### config.mk
export PLATFORM = sky130hd
export DESIGN_NAME = wb_stage_flat
export DESIGN_NICKNAME = d
export VERILOG_FILES = /design/src/rtl/wb_stage_if.sv /design/src/rtl/wb_stage.sv /design/src/flat_wrapper.sv
export SDC_FILE = /design/constraint.sdc
export NUM_CORES = 1
export LEC_CHECK = 0
export CORE_ASPECT_RATIO = 1.2
export CORE_UTILIZATION = 35
export DETAILED_ROUTE_END_ITERATION = 6
export PLACE_DENSITY = 0.68
export SLEW_MARGIN = 20
export SYNTH_ARGS = -nofsm -noshare
export SYNTH_HDL_FRONTEND = slang
export SYNTH_SLANG_ARGS = --single-unit
### constraint.sdc
create_clock -name clk -period 1.66 [get_ports clk]
set_input_delay 0.498 -clock clk [delete_from_list [all_inputs] [get_ports clk]]
set_output_delay 0.498 -clock clk [all_outputs]
set_load 0.01 [all_outputs]
### src/rtl/wb_stage_if.sv
`default_nettype none
// ============================================================================
//  Module      : wb_stage_if
//  Description : Write-back stage bus bundle: ALU result, load result and
//                register-file write port, plus stall/error status.
//  Revision    : 1.0
// ============================================================================
interface wb_stage_if #(
    parameter int XLEN = 32
);
    logic            alu_valid_i;
    logic [4:0]      alu_rd_i;
    logic [XLEN-1:0] alu_data_i;
    logic            alu_stall_o;

    logic            lsu_valid_i;
    logic            lsu_ready_o;
    logic [4:0]      lsu_rd_i;
    logic [XLEN-1:0] lsu_data_i;
    logic [2:0]      lsu_funct3_i;

    logic            rf_we_o;
    logic [4:0]      rf_waddr_o;
    logic [XLEN-1:0] rf_wdata_o;
    logic            err_o;

    modport slave (
        input  alu_valid_i, alu_rd_i, alu_data_i,
        input  lsu_valid_i, lsu_rd_i, lsu_data_i, lsu_funct3_i,
        output alu_stall_o, lsu_ready_o,
        output rf_we_o, rf_waddr_o, rf_wdata_o, err_o
    );

    modport master (
        output alu_valid_i, alu_rd_i, alu_data_i,
        output lsu_valid_i, lsu_rd_i, lsu_data_i, lsu_funct3_i,
        input  alu_stall_o, lsu_ready_o,
        input  rf_we_o, rf_waddr_o, rf_wdata_o, err_o
    );
endinterface
`default_nettype wire

### src/rtl/wb_stage.sv
`default_nettype none
// ============================================================================
//  Module      : wb_stage
//  Description : Write-back arbiter: ALU results win, loads buffered in a
//                2-entry FIFO; a starve counter stalls the ALU so loads drain.
//                Optional load sign/zero extension under macro WB_LOAD_EXT_EN.
//  Revision    : 1.0
// ============================================================================
module wb_stage #(
    parameter int XLEN       = 32,
    parameter int STARVE_LIM = 4
) (
    input  wire logic   clk,
    input  wire logic   rstn_i,
    wb_stage_if.slave   bus
);
    localparam logic [3:0] c_STARVE_LIM = 4'(STARVE_LIM);
    localparam logic [3:0] c_STARVE_MAX = 4'd15;

    logic [4:0]      r_fifo_rd   [2];
    logic [XLEN-1:0] r_fifo_data [2];
`ifdef WB_LOAD_EXT_EN
    logic [2:0]      r_fifo_f3   [2];
`endif
    logic            r_wr_ptr;
    logic            r_rd_ptr;
    logic [1:0]      r_count;
    logic [3:0]      r_starve;
    logic            r_we;
    logic [4:0]      r_waddr;
    logic [XLEN-1:0] r_wdata;
    logic            r_err;

    logic            w_ready;
    logic            w_stall;
    logic            w_push;
    logic            w_alu_req;
    logic            w_alu_win;
    logic            w_empty;
    logic            w_pop;
    logic [4:0]      w_head_rd;
    logic [XLEN-1:0] w_head_data;

    assign w_ready   = (r_count < 2'd2);
    assign w_stall   = (r_starve >= c_STARVE_LIM);
    assign w_push    = bus.lsu_valid_i && w_ready;
    assign w_alu_req = bus.alu_valid_i && (bus.alu_rd_i != 5'd0);
    assign w_alu_win = w_alu_req && !w_stall;
    assign w_empty   = (r_count == 2'd0);
    assign w_pop     = !w_empty && !w_alu_win;
    assign w_head_rd = r_fifo_rd[r_rd_ptr];

`ifdef WB_LOAD_EXT_EN
    always_comb begin
        w_head_data = r_fifo_data[r_rd_ptr];
        case (r_fifo_f3[r_rd_ptr])
            3'b000:  w_head_data = {{(XLEN-8){r_fifo_data[r_rd_ptr][7]}},   r_fifo_data[r_rd_ptr][7:0]};
            3'b001:  w_head_data = {{(XLEN-16){r_fifo_data[r_rd_ptr][15]}}, r_fifo_data[r_rd_ptr][15:0]};
            3'b100:  w_head_data = {{(XLEN-8){1'b0}},  r_fifo_data[r_rd_ptr][7:0]};
            3'b101:  w_head_data = {{(XLEN-16){1'b0}}, r_fifo_data[r_rd_ptr][15:0]};
            default: w_head_data = r_fifo_data[r_rd_ptr];
        endcase
    end
`else
    // Load type is irrelevant when extension is disabled.
    logic w_unused_funct3;
    assign w_unused_funct3 = ^bus.lsu_funct3_i;
    assign w_head_data     = r_fifo_data[r_rd_ptr];
`endif

    always_ff @(posedge clk or negedge rstn_i) begin
        if (!rstn_i) begin
            for (int i = 0; i < 2; i++) begin
                r_fifo_rd[i]   <= '0;
                r_fifo_data[i] <= '0;
`ifdef WB_LOAD_EXT_EN
                r_fifo_f3[i]   <= '0;
`endif
            end
            r_wr_ptr <= 1'b0;
            r_rd_ptr <= 1'b0;
            r_count  <= 2'd0;
            r_starve <= 4'd0;
            r_we     <= 1'b0;
            r_waddr  <= 5'd0;
            r_wdata  <= '0;
            r_err    <= 1'b0;
        end else begin
            if (w_push) begin
                r_fifo_rd[r_wr_ptr]   <= bus.lsu_rd_i;
                r_fifo_data[r_wr_ptr] <= bus.lsu_data_i;
`ifdef WB_LOAD_EXT_EN
                r_fifo_f3[r_wr_ptr]   <= bus.lsu_funct3_i;
`endif
                r_wr_ptr <= ~r_wr_ptr;
            end
            if (w_pop) begin
                r_rd_ptr <= ~r_rd_ptr;
            end
            case ({w_push, w_pop})
                2'b10:   r_count <= r_count + 2'd1;
                2'b01:   r_count <= r_count - 2'd1;
                default: r_count <= r_count;
            endcase

            // Counts only cycles where a buffered load lost to the ALU.
            if (w_empty || w_pop) begin
                r_starve <= 4'd0;
            end else if (r_starve != c_STARVE_MAX) begin
                r_starve <= r_starve + 4'd1;
            end

            if (w_alu_req && w_stall) begin
                r_err <= 1'b1;
            end

            if (w_alu_win) begin
                r_we    <= 1'b1;
                r_waddr <= bus.alu_rd_i;
                r_wdata <= bus.alu_data_i;
            end else if (w_pop) begin
                r_we    <= (w_head_rd != 5'd0);
                r_waddr <= w_head_rd;
                r_wdata <= w_head_data;
            end else begin
                r_we    <= 1'b0;
            end
        end
    end

    assign bus.alu_stall_o = w_stall;
    assign bus.lsu_ready_o = w_ready;
    assign bus.rf_we_o     = r_we;
    assign bus.rf_waddr_o  = r_waddr;
    assign bus.rf_wdata_o  = r_wdata;
    assign bus.err_o       = r_err;
endmodule
`default_nettype wire

### src/flat_wrapper.sv
// flat-port wrapper written by rule: the top's interface ports become plain ports
module wb_stage_flat 
#(
    parameter int XLEN       = 32,
    parameter int STARVE_LIM = 4
)
  (clk, rstn_i, bus_alu_valid_i, bus_alu_rd_i, bus_alu_data_i, bus_lsu_valid_i, bus_lsu_rd_i, bus_lsu_data_i, bus_lsu_funct3_i, bus_alu_stall_o, bus_lsu_ready_o, bus_rf_we_o, bus_rf_waddr_o, bus_rf_wdata_o, bus_err_o);
  wb_stage_if #(.XLEN(XLEN)) bus_i ();
  input  wire logic clk;
  input  wire logic rstn_i;
  input wire logic [$bits(bus_i.alu_valid_i)-1:0] bus_alu_valid_i;
  input wire logic [$bits(bus_i.alu_rd_i)-1:0] bus_alu_rd_i;
  input wire logic [$bits(bus_i.alu_data_i)-1:0] bus_alu_data_i;
  input wire logic [$bits(bus_i.lsu_valid_i)-1:0] bus_lsu_valid_i;
  input wire logic [$bits(bus_i.lsu_rd_i)-1:0] bus_lsu_rd_i;
  input wire logic [$bits(bus_i.lsu_data_i)-1:0] bus_lsu_data_i;
  input wire logic [$bits(bus_i.lsu_funct3_i)-1:0] bus_lsu_funct3_i;
  output wire logic [$bits(bus_i.alu_stall_o)-1:0] bus_alu_stall_o;
  output wire logic [$bits(bus_i.lsu_ready_o)-1:0] bus_lsu_ready_o;
  output wire logic [$bits(bus_i.rf_we_o)-1:0] bus_rf_we_o;
  output wire logic [$bits(bus_i.rf_waddr_o)-1:0] bus_rf_waddr_o;
  output wire logic [$bits(bus_i.rf_wdata_o)-1:0] bus_rf_wdata_o;
  output wire logic [$bits(bus_i.err_o)-1:0] bus_err_o;
  assign bus_i.alu_valid_i = bus_alu_valid_i;
  assign bus_i.alu_rd_i = bus_alu_rd_i;
  assign bus_i.alu_data_i = bus_alu_data_i;
  assign bus_i.lsu_valid_i = bus_lsu_valid_i;
  assign bus_i.lsu_rd_i = bus_lsu_rd_i;
  assign bus_i.lsu_data_i = bus_lsu_data_i;
  assign bus_i.lsu_funct3_i = bus_lsu_funct3_i;
  assign bus_alu_stall_o = bus_i.alu_stall_o;
  assign bus_lsu_ready_o = bus_i.lsu_ready_o;
  assign bus_rf_we_o = bus_i.rf_we_o;
  assign bus_rf_waddr_o = bus_i.rf_waddr_o;
  assign bus_rf_wdata_o = bus_i.rf_wdata_o;
  assign bus_err_o = bus_i.err_o;
  wb_stage #(.XLEN(XLEN), .STARVE_LIM(STARVE_LIM)) u_core (.clk(clk), .rstn_i(rstn_i), .bus(bus_i));
endmodule
After elaboration in Yosys (flattened, before gate mapping)
Index checks and enable logic that the tools add are counted.
{"block": "totals", "in_bits": 81, "out_inout_bits": 41, "word_cells": 64, "ff_bits": 121}
{"block": "op_classes", "n_lt_le_gt_ge": 5, "n_bitwise": 4, "n_reduce_logical": 16, "n_eq_ne": 3, "addsub": 3, "muxes": 21}
{"cell": "32-bit 2-to-1 mux", "count": 6}
{"cell": "64-bit bitwise mux", "count": 1}
{"cell": "32-bit demux with 1-bit select", "count": 1}
{"cell": "5-bit 2-to-1 mux", "count": 6}
{"cell": "10-bit bitwise mux", "count": 1}
{"cell": "5-bit nonzero test", "count": 2}
{"cell": "4-bit 2-to-1 mux", "count": 2}
{"cell": "1-bit logical AND", "count": 6}
{"cell": "2-bit nonzero test", "count": 3}
{"cell": "5-bit demux with 1-bit select", "count": 1}
{"cell": "4-bit by 1-bit adder with 4-bit output (second input constant)", "count": 1}
{"cell": "2-bit >= comparator (second input constant)", "count": 2}
{"cell": "4-bit by 3-bit >= comparator with 1-bit output (second input constant)", "count": 1}
{"cell": "4-bit inequality test (second input constant)", "count": 1}
{"cell": "1-bit NOT with 2-bit output", "count": 2}
{"cell": "2-bit case mux with 2 select lines", "count": 1}
{"cell": "1-bit zero test", "count": 3}
{"cell": "2-bit by 1-bit adder with 2-bit output (second input constant)", "count": 1}
{"cell": "2-bit by 1-bit == test with 1-bit output (second input constant)", "count": 1}
{"cell": "2-bit == test (second input constant)", "count": 1}
{"cell": "2-bit zero test", "count": 1}
{"cell": "2-bit by 1-bit less-than comparator with 1-bit output (second input constant)", "count": 1}
{"cell": "2-bit less-than comparator (second input constant)", "count": 1}
{"cell": "1-bit 2-to-1 mux", "count": 2}
{"cell": "other kinds (3)", "count": 4}

Longest topological paths before layout
{"block": "depth", "ltp_word": 7, "ltp_mapped": 8}

Least setup slack after synthesis
No wires, ideal clock.
{"block": "synth_timing", "path_kind": "in2reg", "startpoint": "input port bus_alu_rd_i[1]", "endpoint": "register u_core.r_count[1]", "arrival_time_ns": 1.790, "setup_ns": 0.080, "required_ns": 1.580, "cell_stages": 7, "path_buffers": 1, "path_slack_ns": -0.210, "cell_sequence": "nor3_2 -> a2111oi_4 -> buf_4 -> nor2_1 -> ha_1 -> nor2_1 -> xnor2_1"}
{"block": "synth_between", "elab_chain_cells": 7, "word_cells_on_any_way": 9, "classes_between": "2 x eq/ne; 1 x mux; 6 x reduce/logical"}
{"item": "start, declared", "line_no": "flat_wrapper.sv:12", "text": "input wire logic [$bits(bus_i.alu_rd_i)-1:0] bus_alu_rd_i;"}
{"item": "5-bit nonzero test (*)", "line_no": "wb_stage.sv:47", "text": "assign w_alu_req = bus.alu_valid_i && (bus.alu_rd_i != 5'd0);"}
{"item": "1-bit logical AND (*)", "line_no": "wb_stage.sv:47"}
{"item": "1-bit logical AND (*)", "line_no": "wb_stage.sv:48", "text": "assign w_alu_win = w_alu_req && !w_stall;"}
{"item": "1-bit zero test (*)", "line_no": "wb_stage.sv:50", "text": "assign w_pop = !w_empty && !w_alu_win;"}
{"item": "1-bit logical AND (*)", "line_no": "wb_stage.sv:50"}
{"item": "net u_core.w_pop", "line_no": "wb_stage.sv:40", "text": "logic w_pop;"}
{"item": "2-bit by 1-bit == test with 1-bit output or 2-bit == test (tied branches)", "line_no": "wb_stage.sv:100", "text": "case ({w_push, w_pop})"}
{"item": "2-bit case mux with 2 select lines or 2-bit nonzero test (tied branches)"}
{"item": "end signal, assigned", "line_no": "wb_stage.sv:101", "text": "2'b10: r_count <= r_count + 2'd1;"}
{"item": "end signal, assigned", "line_no": "wb_stage.sv:102", "text": "2'b01: r_count <= r_count - 2'd1;"}
{"item": "end signal, assigned", "line_no": "wb_stage.sv:103", "text": "default: r_count <= r_count;"}
{"item": "end, declared", "line_no": "wb_stage.sv:27", "text": "logic [1:0] r_count;"}
The timed path passes the listed nets; every way through them passes the cells marked *.
A chain may end at the register's enable or synchronous reset.

Worst setup path after layout
{"block": "layout_timing", "startpoint": "input port bus_alu_rd_i[0]", "endpoint": "register u_core.r_count[1]"}
Same word-level chain as after synthesis.

==> flow_summary.yaml <==
sta:
  hold_viol: 0
  period_needed_ns: 1.60
  rsz0062_at_grt: "false"
  finalCritPeriodShare: 0.963
  setup_viol: 0
  finClkSkew_ns: 0.00980
  final_max_slew_viol_count: 0
  max_freq_mhz: 626
  worst_hold_slack_ns: 0.0381
layout:
  multi_input_area_mm2: 0.00213
  drive_gt1_frac: 0.246
  final-seq-area_mm2: 0.00303
  design_area_mm2: 0.00744
  area_growth_pct: 40.9
  insertedDiodeCount: 0
  fill_cells: 1331
  final_core_util: 0.510
  finalNetCount: 670
yosys:
  synthSimpleGateAreaFrac: 0.0734
  synth_compound_area_frac: 0.0803
  synthCells: 443
  synthAdderAreaFrac: 0.00474
  synth_top_family_by_area: "multiplexers"
  synth_cell_types: 32
  ys_seq_area_frac: 0.573
  synthFlopType: "dfrtp_1"
  ys_seq_elements: 121
  synth.area.top_cells: "dfrtp_1, mux2_2, mux2i_1, a21oi_1, nor2_1"
  yosysWarningCount: 0
  ys_top_cells_by_count: "dfrtp_1, mux2_2, nor2_1"
  yosysMostFrequentCell: "dfrtp_1"
  synth_top_area_share: 0.573
  avgSynthCellArea_um2: 11.9
  synth.area.mux_share: 0.230
  yosysTopAreaCell: "dfrtp_1"
  synth-xor-area-share: 0.00829
  synth_edf_count: 0
  async_reset_ff_frac: 1.00
  syn-cell-area_mm2: 0.00528
  syn_nets: 526
run:
  cap_viol_max_count: 0
die:
  die_area_mm2: 0.0156
  die_w_um: 114
  io-pin-count: 122
  die_h_um: 137
  num_rows: 48
  start_util: 0.362
  fp.coreArea_mm2: 0.0146
detailed_routing:
  drt-initial-drc-count: 173
  wl_per_cell_um: 15.0
  drc: 0
  num_vias: 3799
  dr.pass1.iters: 5
  via_per_inst: 4.77
  drt_wl_total_mm: 12.0
  ant_nets: 0
power:
  ir_drop_mv: 0.837
  p_per_area_mw_per_mm2: 1860
  finalPower_mw: 13.9
  p_leak_nw: 3.32
clock_network:
  insertion_delay_ns: 0.40
  cts-root-buf: "clkbuf_16"
  htreeDepth: 4
  clock-sinks: 121
  cts_tree: "done"
  clk_pin_slew_ns: 0.05
  numCtsBuffers: 17
  clock_path_buffers: 2
worst_setup_path:
  crit_required_ns: 1.94
  worst_ep_arrival_time_ns: 1.88
  rr_startpoint: "u_core.r_starve[2]"
  end_kind: "flop"
  startpoint_type: "input port"
  crit_type: "in -> reg"
  cp_slowest_cell: "a2111oi_4"
  max_stage_delay_ns: 0.44
  crit_path_cell_trace: "dlygate4sd2_1 > nor3_2 > a2111oi_4 > nor2_4 > ha_4 > xnor2_1 > nor2_1 > xnor2_1"
  path_max_fanout: 2
  startpoint: "bus_alu_rd_i[0]"
  cp_top_family: "compound AO/OA/AOI/OAI gates"
  cpMostUsedCell: "xnor2_1"
  crit_buf_inv: 1
hold_path:
  hold_path.class: "in -> async"
grt:
  grt_usage: 0.166
  grt_overflow: 0
  grt_pass1_wl_mm: 19.9
  grt_max_degree: 49
  grt_pass1_vias: 4040
  antenna_found_initial: 0
placement:
  place_congestion: 0.738
  hpwl_mm: 8.43
  io_buffers: 118
  placedInstanceArea_mm2: 0.00692
status:
  status: "complete, no violations"
[final timing paths]
kind,to,slack (ns),depth (start not counted)
max in group asynchronous,u_core.r_rd_ptr,1.06,2
hold reg to reg,u_core.r_starve[0],0.43,1
min in group clk,u_core.r_starve[0],0.43,1
hold / removal,u_core.r_fifo_data[47],0.04,1
setup / recovery,u_core.r_count[1],0.06,8
setup reg to reg,u_core.r_count[1],0.08,7
[placed cells by master (no fill, tap or decap), types with 2 or more instances in the layout]
cell / instances
nor2_1: 41
clkdlybuf4s50_1: 70
inv_2: 2
buf_4: 26
dfrtp_1: 120
clkinv_2: 5
clkbuf_8: 2
clkbuf_16: 18
mux2_1: 4
buf_2: 2
o21ai_1: 4
mux2i_1: 38
buf_12: 8
o21ai_0: 33
dlygate4sd2_1: 45
mux2_2: 70
a21oi_1: 38
nand2_1: 39
a21o_1: 2
xnor2_1: 4
clkinvlp_4: 3
nor2_4: 4
[metrics by stage]
step	TNS (ns)	worst slack, ns	instances
finish	0	0.0622	797
global route	0	0.000257	797
CTS	0	0.00978	794
detailed placement	-40.84	-0.583	763
global placement	-38.59	-0.556	763
floorplan	-0.126	-0.126	443
[registers in the layout, indices dropped and copies added (netlist names)]
signal	flops
u_core.r_fifo_data	64
u_core.bus.rf_wdata_o	32
u_core.r_fifo_rd	10
u_core.bus.rf_waddr_o	5
u_core.r_starve	4
u_core.r_count	2
u_core.bus.err_o	1
u_core.bus.rf_we_o	1
u_core.r_rd_ptr	1
u_core.r_wr_ptr	1
[report_power, final]
part	internal [mW]	switching, mW	total [mW]
combinational	2.86	2.43	5.28
sequential	4.42	0.849	5.27
clock	2.09	1.22	3.31
total	9.37	4.50	13.9
[final cells by class]
| cell class | instances | share of cell area |
|---|---|---|
| Timing Repair Buffer | 152 | 0.200 |
| Sequential cell | 121 | 0.407 |
| Multi-Input combinational cell | 292 | 0.287 |
| Inverter | 3 | 0.00151 |
| Clock buffer | 20 | 0.0614 |
| Tap cell | 200 | 0.0336 |
| Clock inverter | 9 | 0.0104 |
[per-layer routing]
layer,GRT usage,wire (um),vias to the layer above
li1,-,-,1820
met1,0.200,5140,1891
met2,0.283,6120,79
met3,0.0447,595,9
met4,0.0613,130,0
met5,0,0,-
[worst register-to-register path: cells and delay by family (launching register included)]
| family | cells | cell delay, ns |
|---|---|---|
| DFF | 1 | 0.37 |
| AOI/OAI and AO/OA | 1 | 0.36 |
| xor gates and xnor gates | 2 | 0.26 |
| adders and majority gates | 1 | 0.17 |
| and+or+nand+nor | 2 | 0.16 |
| buffers and inverters | 1 | 0.14 |
[cells by family after synthesis]
| kind of cell | after synthesis |
|---|---|
| muxes | 112 |
| AOI/OAI and AO/OA | 79 |
| buffers and inverters | 30 |
| xor gates and xnor gates | 5 |
| adders and majority gates | 2 |
| other | 1 |
| DFF | 121 |
| and+or+nand+nor | 93 |
[timing repair]
action / CTS / global route
endpoints found under the setup margin: 84 / 3
setup buffers: 2 / 2
hold buffers: 0 / 0
resized for setup: 52 / 1
gates cloned: 0 / 1
pin swaps: 5 / 1
No activity file was read; power rests on OpenSTA's default activity.
